File: src/rtl/vram_arbiter.sv
// -----------------------------------------------------------------------------
// vram_arbiter
//
// Shares a single-port 64K x 16 VRAM between four requesters:
//   video fetch (read), register read, register write, and blitter (read/write).
// Video wins over the other three unless one of them has waited STARVE_MAX
// cycles. Register read, register write and blitter share a round-robin
// pointer. The VRAM port is fully registered, and read data comes back with a
// fixed 2-cycle latency, tagged back to the requester that issued the read.
//
// Handshake (every requester): a transfer happens on the rising edge where
// req && ack. The requester holds req/addr/data stable until it sees ack, and
// may keep req high for back-to-back transfers, updating addr on the ack edge.
// An ack is combinational from the current reqs and registered state. At most
// one ack is high in any cycle.
//
// Ports
//   clk, reset_n                      clock, async active-low reset
//   vid_req_i/vid_addr_i              video read request
//   vid_ack_o, vid_rd_valid_o         video accept / read data valid
//   regs_rd_req_i/regs_rd_addr_i      register read request
//   regs_rd_ack_o, regs_rd_valid_o    register read accept / data valid
//   regs_wr_req_i/_addr_i/_data_i     register write request
//   regs_wr_ack_o                     register write accept
//   blit_req_i/_we_i/_addr_i/_data_i  blitter request (we=1 write, 0 read)
//   blit_ack_o, blit_rd_valid_o       blitter accept / read data valid
//   rd_data_o                         shared read data (qualify with *_rd_valid_o)
//   vram_sel_o/_wr_o/_addr_o/_data_o  registered VRAM port
//   vram_data_i                       VRAM read data, 1 cycle after sel sampled
// -----------------------------------------------------------------------------
module vram_arbiter #(
    parameter int ADDR_W     = 16,
    parameter int DATA_W     = 16,
    parameter int STARVE_MAX = 15
) (
    input  logic              clk,
    input  logic              reset_n,
    input  logic              vid_req_i,
    input  logic [ADDR_W-1:0] vid_addr_i,
    output logic              vid_ack_o,
    output logic              vid_rd_valid_o,
    input  logic              regs_rd_req_i,
    input  logic [ADDR_W-1:0] regs_rd_addr_i,
    output logic              regs_rd_ack_o,
    output logic              regs_rd_valid_o,
    input  logic              regs_wr_req_i,
    input  logic [ADDR_W-1:0] regs_wr_addr_i,
    input  logic [DATA_W-1:0] regs_wr_data_i,
    output logic              regs_wr_ack_o,
    input  logic              blit_req_i,
    input  logic              blit_we_i,
    input  logic [ADDR_W-1:0] blit_addr_i,
    input  logic [DATA_W-1:0] blit_data_i,
    output logic              blit_ack_o,
    output logic              blit_rd_valid_o,
    output logic [DATA_W-1:0] rd_data_o,
    output logic              vram_sel_o,
    output logic              vram_wr_o,
    output logic [ADDR_W-1:0] vram_addr_o,
    output logic [DATA_W-1:0] vram_data_o,
    input  logic [DATA_W-1:0] vram_data_i
);

    // A zero-width counter is not legal, so STARVE_MAX=0 keeps a 1-bit counter
    // that never leaves zero and never preempts.
    localparam int              CNT_W      = (STARVE_MAX > 0) ? $clog2(STARVE_MAX + 1) : 1;
    localparam logic [CNT_W-1:0] WAIT_MAX  = CNT_W'(STARVE_MAX);
    localparam bit              PREEMPT_EN = (STARVE_MAX != 0);

    // Round-robin pointer: which of rd/wr/blit currently has top priority.
    typedef enum logic [1:0] {
        RR_RD   = 2'd0,
        RR_WR   = 2'd1,
        RR_BLIT = 2'd2
    } rr_t;

    // Bit order for the three round-robin requesters: [0]=rd [1]=wr [2]=blit.
    // Bit order for read owner tags:                  [0]=vid [1]=rd [2]=blit.

    rr_t               r_rr_ptr;
    rr_t               w_rr_ptr_nxt;
    logic [CNT_W-1:0]  r_wait [3];
    logic [2:0]        w_rr_req;
    logic [2:0]        w_starved;
    logic [2:0]        w_rr_mask;
    logic [2:0]        w_rr_gnt;
    logic              w_vid_gnt;
    logic              w_xfer;
    logic              w_we;
    logic [ADDR_W-1:0] w_addr;
    logic [DATA_W-1:0] w_data;
    logic [2:0]        w_rd_tag;

    logic              r_vram_sel;
    logic              r_vram_wr;
    logic [ADDR_W-1:0] r_vram_addr;
    logic [DATA_W-1:0] r_vram_data;
    logic [2:0]        r_tag1;
    logic [2:0]        r_tag2;
    logic [2:0]        r_valid;
    logic [DATA_W-1:0] r_rd_data;

    // Pick the first set bit of mask, scanning rd->wr->blit starting at ptr.
    function automatic logic [2:0] rr_pick(input logic [2:0] mask, input rr_t ptr);
        logic [2:0] rot;
        logic [2:0] g;
        logic [2:0] res;
        case (ptr)
            RR_WR:   rot = {mask[0], mask[2:1]};
            RR_BLIT: rot = {mask[1:0], mask[2]};
            default: rot = mask;
        endcase
        if (rot[0])      g = 3'b001;
        else if (rot[1]) g = 3'b010;
        else if (rot[2]) g = 3'b100;
        else             g = 3'b000;
        case (ptr)
            RR_WR:   res = {g[1], g[0], g[2]};
            RR_BLIT: res = {g[0], g[2], g[1]};
            default: res = g;
        endcase
        return res;
    endfunction

    assign w_rr_req = {blit_req_i, regs_wr_req_i, regs_rd_req_i};

    always_comb begin
        w_starved = 3'b000;
        for (int i = 0; i < 3; i++) begin
            w_starved[i] = PREEMPT_EN && w_rr_req[i] && (r_wait[i] == WAIT_MAX);
        end
    end

    // Starved requesters override video; otherwise video blocks the RR group.
    always_comb begin
        w_rr_mask = 3'b000;
        w_vid_gnt = 1'b0;
        if (|w_starved) begin
            w_rr_mask = w_starved;
        end else if (vid_req_i) begin
            w_vid_gnt = 1'b1;
        end else begin
            w_rr_mask = w_rr_req;
        end
        w_rr_gnt = rr_pick(w_rr_mask, r_rr_ptr);
    end

    // Internal grants are not gated by reset: every flop they feed is held in
    // reset anyway. Only the visible acks are forced low.
    assign vid_ack_o     = w_vid_gnt   & reset_n;
    assign regs_rd_ack_o = w_rr_gnt[0] & reset_n;
    assign regs_wr_ack_o = w_rr_gnt[1] & reset_n;
    assign blit_ack_o    = w_rr_gnt[2] & reset_n;

    always_comb begin
        w_rr_ptr_nxt = r_rr_ptr;
        if (w_rr_gnt[0])      w_rr_ptr_nxt = RR_WR;
        else if (w_rr_gnt[1]) w_rr_ptr_nxt = RR_BLIT;
        else if (w_rr_gnt[2]) w_rr_ptr_nxt = RR_RD;
    end

    // Winner mux for the VRAM port. Reads that carry no data keep the old
    // write-data value so vram_data_o only changes when it matters.
    always_comb begin
        w_we     = 1'b0;
        w_addr   = r_vram_addr;
        w_data   = r_vram_data;
        w_rd_tag = 3'b000;
        if (w_vid_gnt) begin
            w_addr      = vid_addr_i;
            w_rd_tag[0] = 1'b1;
        end else if (w_rr_gnt[0]) begin
            w_addr      = regs_rd_addr_i;
            w_rd_tag[1] = 1'b1;
        end else if (w_rr_gnt[1]) begin
            w_we   = 1'b1;
            w_addr = regs_wr_addr_i;
            w_data = regs_wr_data_i;
        end else if (w_rr_gnt[2]) begin
            w_we        = blit_we_i;
            w_addr      = blit_addr_i;
            w_data      = blit_data_i;
            w_rd_tag[2] = ~blit_we_i;
        end
    end

    assign w_xfer = w_vid_gnt | (|w_rr_gnt);

    always_ff @(posedge clk or negedge reset_n) begin
        if (!reset_n) begin
            r_rr_ptr <= RR_RD;
            for (int i = 0; i < 3; i++) begin
                r_wait[i] <= '0;
            end
        end else begin
            r_rr_ptr <= w_rr_ptr_nxt;
            for (int i = 0; i < 3; i++) begin
                if (!w_rr_req[i] || w_rr_gnt[i]) begin
                    r_wait[i] <= '0;
                end else if (r_wait[i] != WAIT_MAX) begin
                    r_wait[i] <= r_wait[i] + 1'b1;
                end
            end
        end
    end

    always_ff @(posedge clk or negedge reset_n) begin
        if (!reset_n) begin
            r_vram_sel  <= 1'b0;
            r_vram_wr   <= 1'b0;
            r_vram_addr <= '0;
            r_vram_data <= '0;
        end else begin
            r_vram_sel <= w_xfer;
            r_vram_wr  <= w_xfer & w_we;
            if (w_xfer) begin
                r_vram_addr <= w_addr;
                r_vram_data <= w_data;
            end
        end
    end

    // Owner tags: tag1 = read issued to the port, tag2 = VRAM is sampling it,
    // r_valid = data captured from vram_data_i and presented to the owner.
    always_ff @(posedge clk or negedge reset_n) begin
        if (!reset_n) begin
            r_tag1    <= 3'b000;
            r_tag2    <= 3'b000;
            r_valid   <= 3'b000;
            r_rd_data <= '0;
        end else begin
            r_tag1  <= w_rd_tag;
            r_tag2  <= r_tag1;
            r_valid <= r_tag2;
            if (|r_tag2) begin
                r_rd_data <= vram_data_i;
            end
        end
    end

    assign vram_sel_o      = r_vram_sel;
    assign vram_wr_o       = r_vram_wr;
    assign vram_addr_o     = r_vram_addr;
    assign vram_data_o     = r_vram_data;
    assign rd_data_o       = r_rd_data;
    assign vid_rd_valid_o  = r_valid[0];
    assign regs_rd_valid_o = r_valid[1];
    assign blit_rd_valid_o = r_valid[2];

endmodule
File: config.mk
export PLATFORM = sky130hd
export DESIGN_NAME = vram_arbiter
export DESIGN_NICKNAME = d
export VERILOG_FILES = /design/src/rtl/vram_arbiter.sv
export SDC_FILE = /design/constraint.sdc
export NUM_CORES = 1
export LEC_CHECK = 0
export ABC_AREA = 1
export CELL_PAD_IN_SITES_DETAIL_PLACEMENT = 1
export CELL_PAD_IN_SITES_GLOBAL_PLACEMENT = 1
export CORE_MARGIN = 2
export CORE_UTILIZATION = 30
export CTS_CLUSTER_DIAMETER = 40
export DETAILED_ROUTE_END_ITERATION = 8
export PLACE_DENSITY = 0.8
export SYNTH_ARGS = -nofsm -noshare
export SYNTH_HDL_FRONTEND = slang
export SYNTH_SLANG_ARGS = --single-unit
export TNS_END_PERCENT = 100
File: constraint.sdc
create_clock -name clk -period 3.4 [get_ports clk]
set_input_delay 0.68 -clock clk [delete_from_list [all_inputs] [get_ports clk]]
set_output_delay 0.68 -clock clk [all_outputs]
set_load 0.005 [all_outputs]
## Yosys cells after proc, flatten, opt, wreduce, memory -nomap -nowiden

Index checks and enable logic that the tools add are counted.

| operators by class | value |
|---|---|
| multiplexer cells | 34 |
| eq/ne operators | 8 |
| bitwise operators | 9 |
| $add $sub $neg | 3 |
| reductions and logical operators | 20 |

Operator list:

| operator | count |
|---|---|
| 2-to-1 mux 16 bit | 6 |
| 2-to-1 mux 4 bit | 6 |
| 2-to-1 mux 3 bit | 5 |
| adder 4 x 1 -> 4 bit (second input constant) | 3 |
| == test 4 bit (second input constant) | 3 |
| != test 4 bit (second input constant) | 3 |
| case mux 3 bit (2 select lines) | 2 |
| 2-to-1 mux 1 bit | 11 |
| OR reduction 3 bit | 3 |
| 2-to-1 mux 2 bit | 4 |
| nonzero test 2 bit | 4 |
| bitwise AND 1 bit | 5 |
| AND reduction 4 bit | 1 |
| nonzero test 4 bit | 1 |
| logical AND 1 bit | 3 |
| zero test 1 bit | 3 |
| logical OR 1 bit | 3 |
| NOT 1 bit | 3 |
| nonzero test 3 bit | 1 |
| == test 2 x 1 -> 1 bit (second input constant) | 1 |
| == test 2 bit (second input constant) | 1 |
| AND reduction 2 bit | 1 |
| OR 1 bit | 1 |

| word-level totals | value |
|---|---|
| flip-flop bits (word level) | 73 |
| input bits | 119 |
| word-level logic and storage cells | 86 |
| output and inout port bits | 57 |

## Depth between registers and ports, before layout

Gate-level depths: netlist (run 1).

| depth | value |
|---|---|
| depth in word-level cells | 14 |
| mapped depth | 20 |
| depth with buffers taken out | 19 |

## Worst setup path after synthesis (run 1)

Ideal clock, no wire load.

| timing | value |
|---|---|
| path type | input-to-output |
| from | input port regs_rd_req_i |
| to | output port regs_wr_ack_o |
| stages | 12 |
| path buffers | 2 |
| required time | 2.720 ns |
| arrival | 2.044 ns |
| path slack | 0.676 ns |
| cells stage by stage | nand4_2 -> nand3_2 -> nand2_2 -> a21oi_1 -> nand2_1 -> a21oi_2 -> nand3_2 -> nand2_4 -> nand2_4 -> buf_6 -> buf_2 -> nor2_1 |

| between the ends | value |
|---|---|
| cells in the longest elaborated chain, start to end | 9 |

Ends and longest elaborated chain:

| element | RTL line | source |
|---|---|---|
| from (decl) | 42 | `input logic regs_rd_req_i,` |
| logical AND 1 bit | 130 | `w_starved[i] = PREEMPT_EN && w_rr_req[i] && (r_wait[i] == WAIT_MAX);` |
| OR reduction 3 bit | 138 | `if (\|w_starved) begin` |
| 2-to-1 mux 3 bit * | 138 |  |
| case mux 3 bit (2 select lines) * | 108 | `case (ptr)` |
| 2-to-1 mux 3 bit | 115 | `else if (rot[2]) g = 3'b100;` |
| 2-to-1 mux 3 bit | 114 | `else if (rot[1]) g = 3'b010;` |
| 2-to-1 mux 3 bit * | 113 | `if (rot[0]) g = 3'b001;` |
| case mux 3 bit (2 select lines) * | 117 | `case (ptr)` |
| bitwise AND 1 bit * | 152 | `assign regs_wr_ack_o = w_rr_gnt[1] & reset_n;` |
| to (decl) | 49 | `output logic regs_wr_ack_o,` |

Every way passes the cells marked *; elsewhere a longest branch is shown, timed or not.

## Final worst setup path (run 1)

| timing | value |
|---|---|
| from | input port vid_req_i |
| to | output port blit_ack_o |

| between the ends | value |
|---|---|
| cells in the longest elaborated chain, start to end | 8 |

Ends and longest elaborated chain:

| element | RTL line | source |
|---|---|---|
| from (decl) | 38 | `input logic vid_req_i,` |
| 2-to-1 mux 3 bit * | 140 | `end else if (vid_req_i) begin` |
| 2-to-1 mux 3 bit * | 138 |  |
| case mux 3 bit (2 select lines) * | 108 |  |
| 2-to-1 mux 3 bit | 115 |  |
| 2-to-1 mux 3 bit | 114 |  |
| 2-to-1 mux 3 bit * | 113 |  |
| case mux 3 bit (2 select lines) * | 117 |  |
| bitwise AND 1 bit * | 153 | `assign blit_ack_o = w_rr_gnt[2] & reset_n;` |
| to (decl) | 54 | `output logic blit_ack_o,` |

Marks and branches as above.

==> results.sh, run 1 <==
export IMPL_status="completed"
export IMPL_synth_area_leaders="dfrtp_1, nand2_1, nand3_1"
export IMPL_crit_path_start_kind="primary input"
export IMPL_cts_tree="done"
export IMPL_drc=0
export IMPL_layout_drive_gt1_share_pct=15.1
export IMPL_cp_slowest_stage_delay_ns=0.51
export IMPL_wire_per_inst_um=15.4
export IMPL_syn_area_per_cell_um2=8.00
export IMPL_finalSetupTns_ns=0
export IMPL_cts_hold_buf=0
export IMPL_synth_top_area_share_pct=45.0
export IMPL_pwr_share_comb_pct=63.0
export IMPL_intPower_mw=3.56
export IMPL_r2r_start="r_wait[0]"
export IMPL_grt_util_all_layers_pct=19.3
export IMPL_synth_cell_types=33
export IMPL_cp_depth=14
export IMPL_cts_buffers=9
export IMPL_cp_cell_sequence="clkdlybuf4s50_1, inv_1, nand2_1, nand4_1, nand3_2, nand3_1, nand2_1, nand2_1, inv_2, nand2_1, nand2_1, nand2_1, nor2_1, clkdlybuf4s15_1"
export IMPL_cap_violations=0
export IMPL_arrival_ns=2.56
export IMPL_synth_async_reset_ratio_pct=100
export IMPL_cts_htree_levels=3
export IMPL_dp_hpwl_mm=10.4
export IMPL_synth_flop_cell="dfrtp_1"
export IMPL_critical_path_top_delay_family="simple AND/OR/NAND/NOR gates"
export IMPL_yosysTopAreaCell="dfrtp_1"
export IMPL_dieArea_um2=14500
export IMPL_synth_most_common_cell="nand2_1"
export IMPL_synthesis_nets=632
export IMPL_worstSkewPairLatency_ns=0.33
export IMPL_yosysWarnings=0
export IMPL_worst_pin_slew_ns=0.904
export IMPL_io_buffers=175
export IMPL_maxSlewHeadroom_pct=39.8
export IMPL_path_buf_inv=4
export IMPL_nNetsFinal=826
export IMPL_ys_ff_latch=73
export IMPL_rsz0062_at_grt="no"
export IMPL_instances_no_fill=883
export IMPL_n_antenna_cell=0
export IMPL_dp_cells=865
export IMPL_die_x_um=120
export IMPL_finClkSkew_ns=0.00759
export IMPL_crit_end="blit_ack_o"
export IMPL_root_buffer="clkbuf_16"
export IMPL_crit_type="primary input to output port"
export IMPL_ys_seq_area_share_pct=45.0
export IMPL_drtIter0Drc=144
export IMPL_n_fill_cell=1584
export IMPL_power_density_nw_per_um2=1010
export IMPL_via_count=4156
export IMPL_fin_util_pct=48.8
export IMPL_cp_slowest_cell="clkdlybuf4s50_1"
export IMPL_overflow=0
export IMPL_grt_antenna_before_repair=0
export IMPL_area_growth_pct=59.1
export IMPL_grt_first_pass_wirelength_mm=22.1
export IMPL_p_total_mw=6.54
export IMPL_cts_sinks=73
export IMPL_period_needed_ns=3.24
export IMPL_clock_fmax_ghz=0.309
export IMPL_post_place_ws_ns=-0.269
export IMPL_fin_crit_sh_pct=95.2
export IMPL_min_path_type="flip-flop to flip-flop"
export IMPL_hold_viol=0
export IMPL_p_sw_share_pct=45.6
export IMPL_cp_common_cell="nand2_1"
export IMPL_vias_per_cell=4.71
export IMPL_synthTopCellsByCount="nand2_1, dfrtp_1, nand3_1"
export IMPL_drt_wl_total_mm=13.6
export IMPL_clock_path_buffers=2
export IMPL_hold_depth=0
export IMPL_clkPwrFrac_pct=14.8
export IMPL_syn_area_um2=4060
export IMPL_regToRegEndpoint="vram_addr_o[13]"
export IMPL_cp_startpoint="vid_req_i"
export IMPL_synth_cells=508
export IMPL_grt_max_degree=74
export IMPL_finalSetupViolCount=0
export IMPL_fp_dieH_um=120
export IMPL_num_rows=42
export IMPL_power_frac_seq_pct=22.2
export IMPL_core_um2=13200
export IMPL_p_leak_nw=3.11
export IMPL_critPathMaxFanout=3
export IMPL_post_route_worst_setup_slack_ns=0.162
export IMPL_io_pins=176
export IMPL_cts_clk_slew_worst_paths_ns=0.06
export IMPL_start_util_pct=30.7
export IMPL_p_sw_mw=2.98
export IMPL_slew_violations=0
export IMPL_vdd_drop_max_uv=467
export IMPL_gp_congestion=0.832
export IMPL_cp_data_required_time_ns=2.72
export IMPL_dr_pass1_iters=4
export IMPL_synth_edff_count=0
export IMPL_end_kind="output port"
export IMPL_rr_worst_depth=16
export IMPL_grt_pass1_vias=4479
export IMPL_ant_nets=0
export IMPL_ff2ff_setup_slack_ns=0.33
how the worst min path moves through the flow:
stage | from | to | slack [ns]
6_report | r_tag1[0] | r_tag2[0] | 0.35
4_1_cts | r_tag1[0] | r_tag2[0] | 0.36
5_1_grt | r_tag1[0] | r_tag2[0] | 0.37
2_1_floorplan | r_tag1[0] | r_tag2[0] | 0.33
3_5_place_dp | r_tag1[0] | r_tag2[0] | 0.35
3_3_place_gp | r_tag1[1] | r_tag2[1] | 0.33
kinds of logic (layout without fill, tap and decap cells):
logic type	after synthesis	in the layout	share of synthesized area [%]
compound gates	34	34	5.73
xor+xnor	3	3	0.647
fa+ha+maj	5	5	1.54
buf+inv	71	270	7.73
flops	73	73	45.0
mux	16	16	4.43
simple gates	306	306	35.0
repair_timing:
item,in CTS,in global routing
endpoints found under the setup margin,3,35
cloned,0,0
resized for setup,9,11
pin swaps,2,3
buffers inserted,2,0
routing by layer:
layer	part of all wire (%)	vias to the layer above	GRT usage (%)
li1	-	2027	-
met2	50	136	34.5
met1	41	1970	22.6
met5	0	-	0
met4	2.2	0	6.90
met3	5.9	23	4.25
power groups by stage:
stage | clock [mW] | combinational, mW | sequential [mW]
final | 0.969 | 4.12 | 1.45
after global routing | 1.04 | 4.61 | 1.50
after CTS | 0.998 | 4.18 | 1.46
after detailed placement | 0 | 4.15 | 1.47
after global placement | 0 | 3.98 | 1.44
after floorplan | 0 | 2.47 | 1.46
sequential cells by signal, summed over array words and instances (netlist names):
name         cells
r_rr_ptr         2
r_tag1           3
r_tag2           3
r_valid          3
r_wait          12
rd_data_o       16
vram_addr_o     16
vram_data_o     16
vram_sel_o       1
vram_wr_o        1
stage by stage:
stage | hold slack [ns] | area, um2
floorplan | 0.331 | 4060
CTS | 0.361 | 6450
detailed placement | 0.347 | 6100
finish | 0.354 | 6460
global route | 0.365 | 6460
global placement | 0.331 | 6100
final cells by class:
type / instances / area (um2) / area share, %
inverter: 52 / 198 / 3.06
tap: 176 / 220 / 3.41
sequential: 73 / 1830 / 28.3
multi-input combinational: 364 / 1960 / 30.4
clock buffer: 10 / 239 / 3.70
clock inverter: 6 / 72.6 / 1.12
timing repair buffer: 202 / 1950 / 30.1
worst reg2reg max path: cells and delay by family (launching register included):
| kind | cells | cell delay (ns) |
|---|---|---|
| AO/OA/AOI/OAI | 1 | 0.16 |
| adder cells (fa/ha/maj) | 1 | 0.27 |
| buffers and inverters | 5 | 1.10 |
| flip-flops | 1 | 0.42 |
| AND/OR/NAND/NOR | 9 | 1.05 |
layout by cell type, fill, tap and decap left out, types with 2 or more instances in the layout:
cell type        Yosys  routed
nand3_2              2       5
clkbuf_2             0       2
o21ai_0              6       5
nand4_1              3       3
nand4_4              0       2
or2_2               16      16
nor3_1               4       4
o21ai_1              2       2
nor2_1              31      30
inv_6                0       2
nand3_1             70      67
mux2_2              16      16
nand2_2              4       5
inv_1               45      45
ha_1                 5       5
xnor2_1              2       2
nand2_4              5       5
nand2_1            152     151
clkdlybuf4s50_1      0     168
dlymetal6s2s_1       0       2
dfrtp_1             73      73
clkinv_4             0       2
buf_4                1      28
or2_0               16      16
o211ai_1            16      16
a211oi_1             2       2
a21oi_1              5       5
clkbuf_16            0       9
inv_2                6       6
(Power assumes the default switching activity.)
==> inputs of run 2 (changes only) <==
--- a/config.mk
+++ b/config.mk
@@ -5,14 +5,13 @@
 export SDC_FILE = /design/constraint.sdc
 export NUM_CORES = 1
 export LEC_CHECK = 0
-export ABC_AREA = 1
 export CELL_PAD_IN_SITES_DETAIL_PLACEMENT = 1
 export CELL_PAD_IN_SITES_GLOBAL_PLACEMENT = 1
-export CORE_MARGIN = 2
-export CORE_UTILIZATION = 30
+export CORE_MARGIN = 3
+export CORE_UTILIZATION = 31
 export CTS_CLUSTER_DIAMETER = 40
 export DETAILED_ROUTE_END_ITERATION = 8
-export PLACE_DENSITY = 0.8
+export PLACE_DENSITY = 0.81
 export SYNTH_ARGS = -nofsm -noshare
 export SYNTH_HDL_FRONTEND = slang
 export SYNTH_SLANG_ARGS = --single-unit
==> results.sh, run 2 <==
export IMPL_status="completed"
export IMPL_worst_pin_slew_ns=0.822
export IMPL_fin_area_um2=6130
export IMPL_finalHoldWorstSlack_ns=0.178
export IMPL_dp_cells=678
export IMPL_cp_cell_sequence="clkdlybuf4s50_1, nand4_1, buf_4, nand4_1, a31o_1, nand2_2, nor2_1, clkdlybuf4s50_1"
export IMPL_area_growth_pct=63.6
export IMPL_hold_viol=0
export IMPL_synth_area_leaders="dfrtp_1, mux2_2, nand2_1"
export IMPL_synth_edff_count=0
export IMPL_cp_data_required_time_ns=2.72
export IMPL_critPathMaxFanout=6
export IMPL_worstSkewPairLatency_ns=0.34
export IMPL_cp_slowest_stage_delay_ns=0.54
export IMPL_n_antenna_cell=0
export IMPL_finalSetupViolCount=0
export IMPL_n_fill_cell=1300
export IMPL_synth_flop_cell="dfrtp_1"
export IMPL_power_density_nw_per_um2=691
export IMPL_root_buffer="clkbuf_16"
export IMPL_ant_nets=0
export IMPL_layout_drive_gt1_share_pct=18.7
export IMPL_grt_first_pass_wirelength_mm=19.4
export IMPL_post_dp_cell_area_um2=5770
export IMPL_cts_htree_levels=3
export IMPL_via_count=3533
export IMPL_grt_pass1_vias=3836
export IMPL_crit_path_start_kind="primary input"
export IMPL_maxSlewHeadroom_pct=45.2
export IMPL_gr_usage_met3_pct=4.96
export IMPL_syn_area_um2=3750
export IMPL_grt_util_all_layers_pct=18.9
export IMPL_io_buffers=175
export IMPL_gp_congestion=0.911
export IMPL_dieArea_um2=13400
export IMPL_drt_wl_total_mm=13.0
export IMPL_synthTopCellsByCount="nand2_1, dfrtp_1, nor2_1"
export IMPL_overflow=0
export IMPL_ys_seq_area_share_pct=48.8
export IMPL_cp_slowest_cell="clkdlybuf4s50_1"
export IMPL_busiest_layer="met2"
export IMPL_synth_cells=354
export IMPL_finClkSkew_ns=0.00765
export IMPL_syn_area_per_cell_um2=10.6
export IMPL_fp_dieH_um=116
export IMPL_cts_sinks=73
export IMPL_synthesis_nets=478
export IMPL_synth_top_area_share_pct=48.8
export IMPL_start_util_pct=32.3
export IMPL_dr_pass1_iters=4
export IMPL_dp_hpwl_mm=9.84
export IMPL_post_place_ws_ns=-0.230
export IMPL_drtIter0Drc=167
export IMPL_grt_use_met1_pct=20.2
export IMPL_clock_path_buffers=2
export IMPL_slew_violations=0
export IMPL_num_rows=39
export IMPL_io_pins=176
export IMPL_met2_usage_pct=34.5
export IMPL_mostFrequentLayoutCells="clkdlybuf4s50_1, nand2_1, dfrtp_1"
export IMPL_cts_buffers=9
export IMPL_post_route_worst_setup_slack_ns=0.0884
export IMPL_fin_crit_sh_pct=97.4
export IMPL_synth_async_reset_ratio_pct=100
export IMPL_finalSetupTns_ns=0
export IMPL_yosysWarnings=0
export IMPL_yosysTopAreaCell="dfrtp_1"
export IMPL_clock_fmax_ghz=0.302
export IMPL_path_buf_inv=3
export IMPL_cts_clk_slew_worst_paths_ns=0.06
export IMPL_cts_hold_buf=0
export IMPL_critical_path_top_delay_family="buffers and inverters"
export IMPL_cts_tree="done"
export IMPL_vdd_drop_max_uv=301
export IMPL_cap_violations=0
export IMPL_synth_cell_types=47
export IMPL_wire_per_inst_um=18.7
export IMPL_drc=0
export IMPL_ys_ff_latch=73
export IMPL_period_needed_ns=3.31
export IMPL_arrival_ns=2.63
export IMPL_grt_antenna_before_repair=0
export IMPL_min_path_type="primary input to asynchronous set/reset pin"
export IMPL_nNetsFinal=671
export IMPL_final_common_cell="clkdlybuf4s50_1"
export IMPL_core_um2=11600
export IMPL_die_x_um=116
export IMPL_vias_per_cell=5.08
export IMPL_synth_most_common_cell="nand2_1"
export IMPL_crit_type="primary input to output port"
export IMPL_instances_no_fill=695
export IMPL_end_kind="output port"
export IMPL_p_leak_nw=2.67
export IMPL_grt_max_degree=65
[run 2: cell types whose count changed after synthesis, sizes merged, moves of 6 or more]
| cell | change |
|---|---|
| nand2 | -86 |
| a221oi | +16 |
| mux2 | +33 |
| o211ai | -16 |
| nand3 | -64 |
| inv | -44 |
| or2 | -31 |
| o21ai | -6 |
| a21oi | +11 |
[run 2: cell families (layout without fill, tap and decap cells)]
kind of cell             Yosys count  in the layout  share of synthesized area (%)
AO/OA/AOI/OAI                     52             52                           11.6
XOR/XNOR                           3              3                          0.702
adder cells (fa/ha/maj)            5              5                           1.67
buffers and inverters             24            222                           3.57
flip-flops                        73             73                           48.8
multiplexers                      52             52                           16.3
AND/OR/NAND/NOR                  145            145                           17.3
[run 2: final timing paths]
| kind | startpoint | endpoint | slack (ns) | depth (start not counted) |
|---|---|---|---|---|
| worst max-delay path | regs_rd_req_i | regs_rd_ack_o | 0.09 | 8 |
| worst min-delay path | reset_n | r_rr_ptr[0] | 0.18 | 1 |
| worst max register to register | r_wait[8] | vram_addr_o[12] | 0.63 | 11 |
| worst min register to register | r_tag1[1] | r_tag2[1] | 0.35 | 0 |
| max in group asynchronous | reset_n | rd_data_o[2] | 2.18 | 2 |
| min in group clk | r_tag1[1] | r_tag2[1] | 0.35 | 0 |
[run 2: worst register-to-register path, cell delays in order, from the launching register on]
cell	delay, ns
dfrtp_1	0.40
ha_1	0.30
nand4_1	0.30
buf_4	0.24
nand3_1	0.08
nand2_1	0.09
a21oi_1	0.15
o221ai_2	0.11
buf_4	0.18
nor4_4	0.26
buf_12	0.21
mux2_2	0.35
[run 2: repair_timing]
| item | CTS | global route |
|---|---|---|
| pin swaps | 1 | 1 |
| gates resized for setup | 3 | 3 |
| setup endpoints to repair | 3 | 2 |
| buffers inserted | 0 | 1 |
[run 2: per-stage QoR]
step / utilization [%] / power [mW]
final: 52.8 / 4.23
after global routing: 52.8 / 4.50
after CTS: 52.5 / 4.29
after detailed placement: 49.7 / 3.22
after global placement: 49.7 / 3.13
after floorplan: - / 2.21
[run 2: per-layer routing]
layer,vias to the layer above,share of wire (%)
li1,1640,-
met1,1728,38
met2,137,52
met3,28,6.5
met4,0,3.4
met5,-,0
[run 2: power by group]
part           internal, mW  switching [mW]  leakage (nW)
clock network         0.649           0.397         0.156
logic                  1.07           0.766          1.62
registers              1.17           0.181         0.888
[run 2: area by class of cell]
cell class | count | area [um2] | area share, %
sequential | 73 | 1830 | 29.8
timing repair buffer | 198 | 1950 | 31.8
tap | 143 | 179 | 2.92
inverter | 8 | 30.0 | 0.490
multi-input combinational | 257 | 1820 | 29.7
clock inverter | 7 | 103 | 1.67
clock buffer | 9 | 225 | 3.67
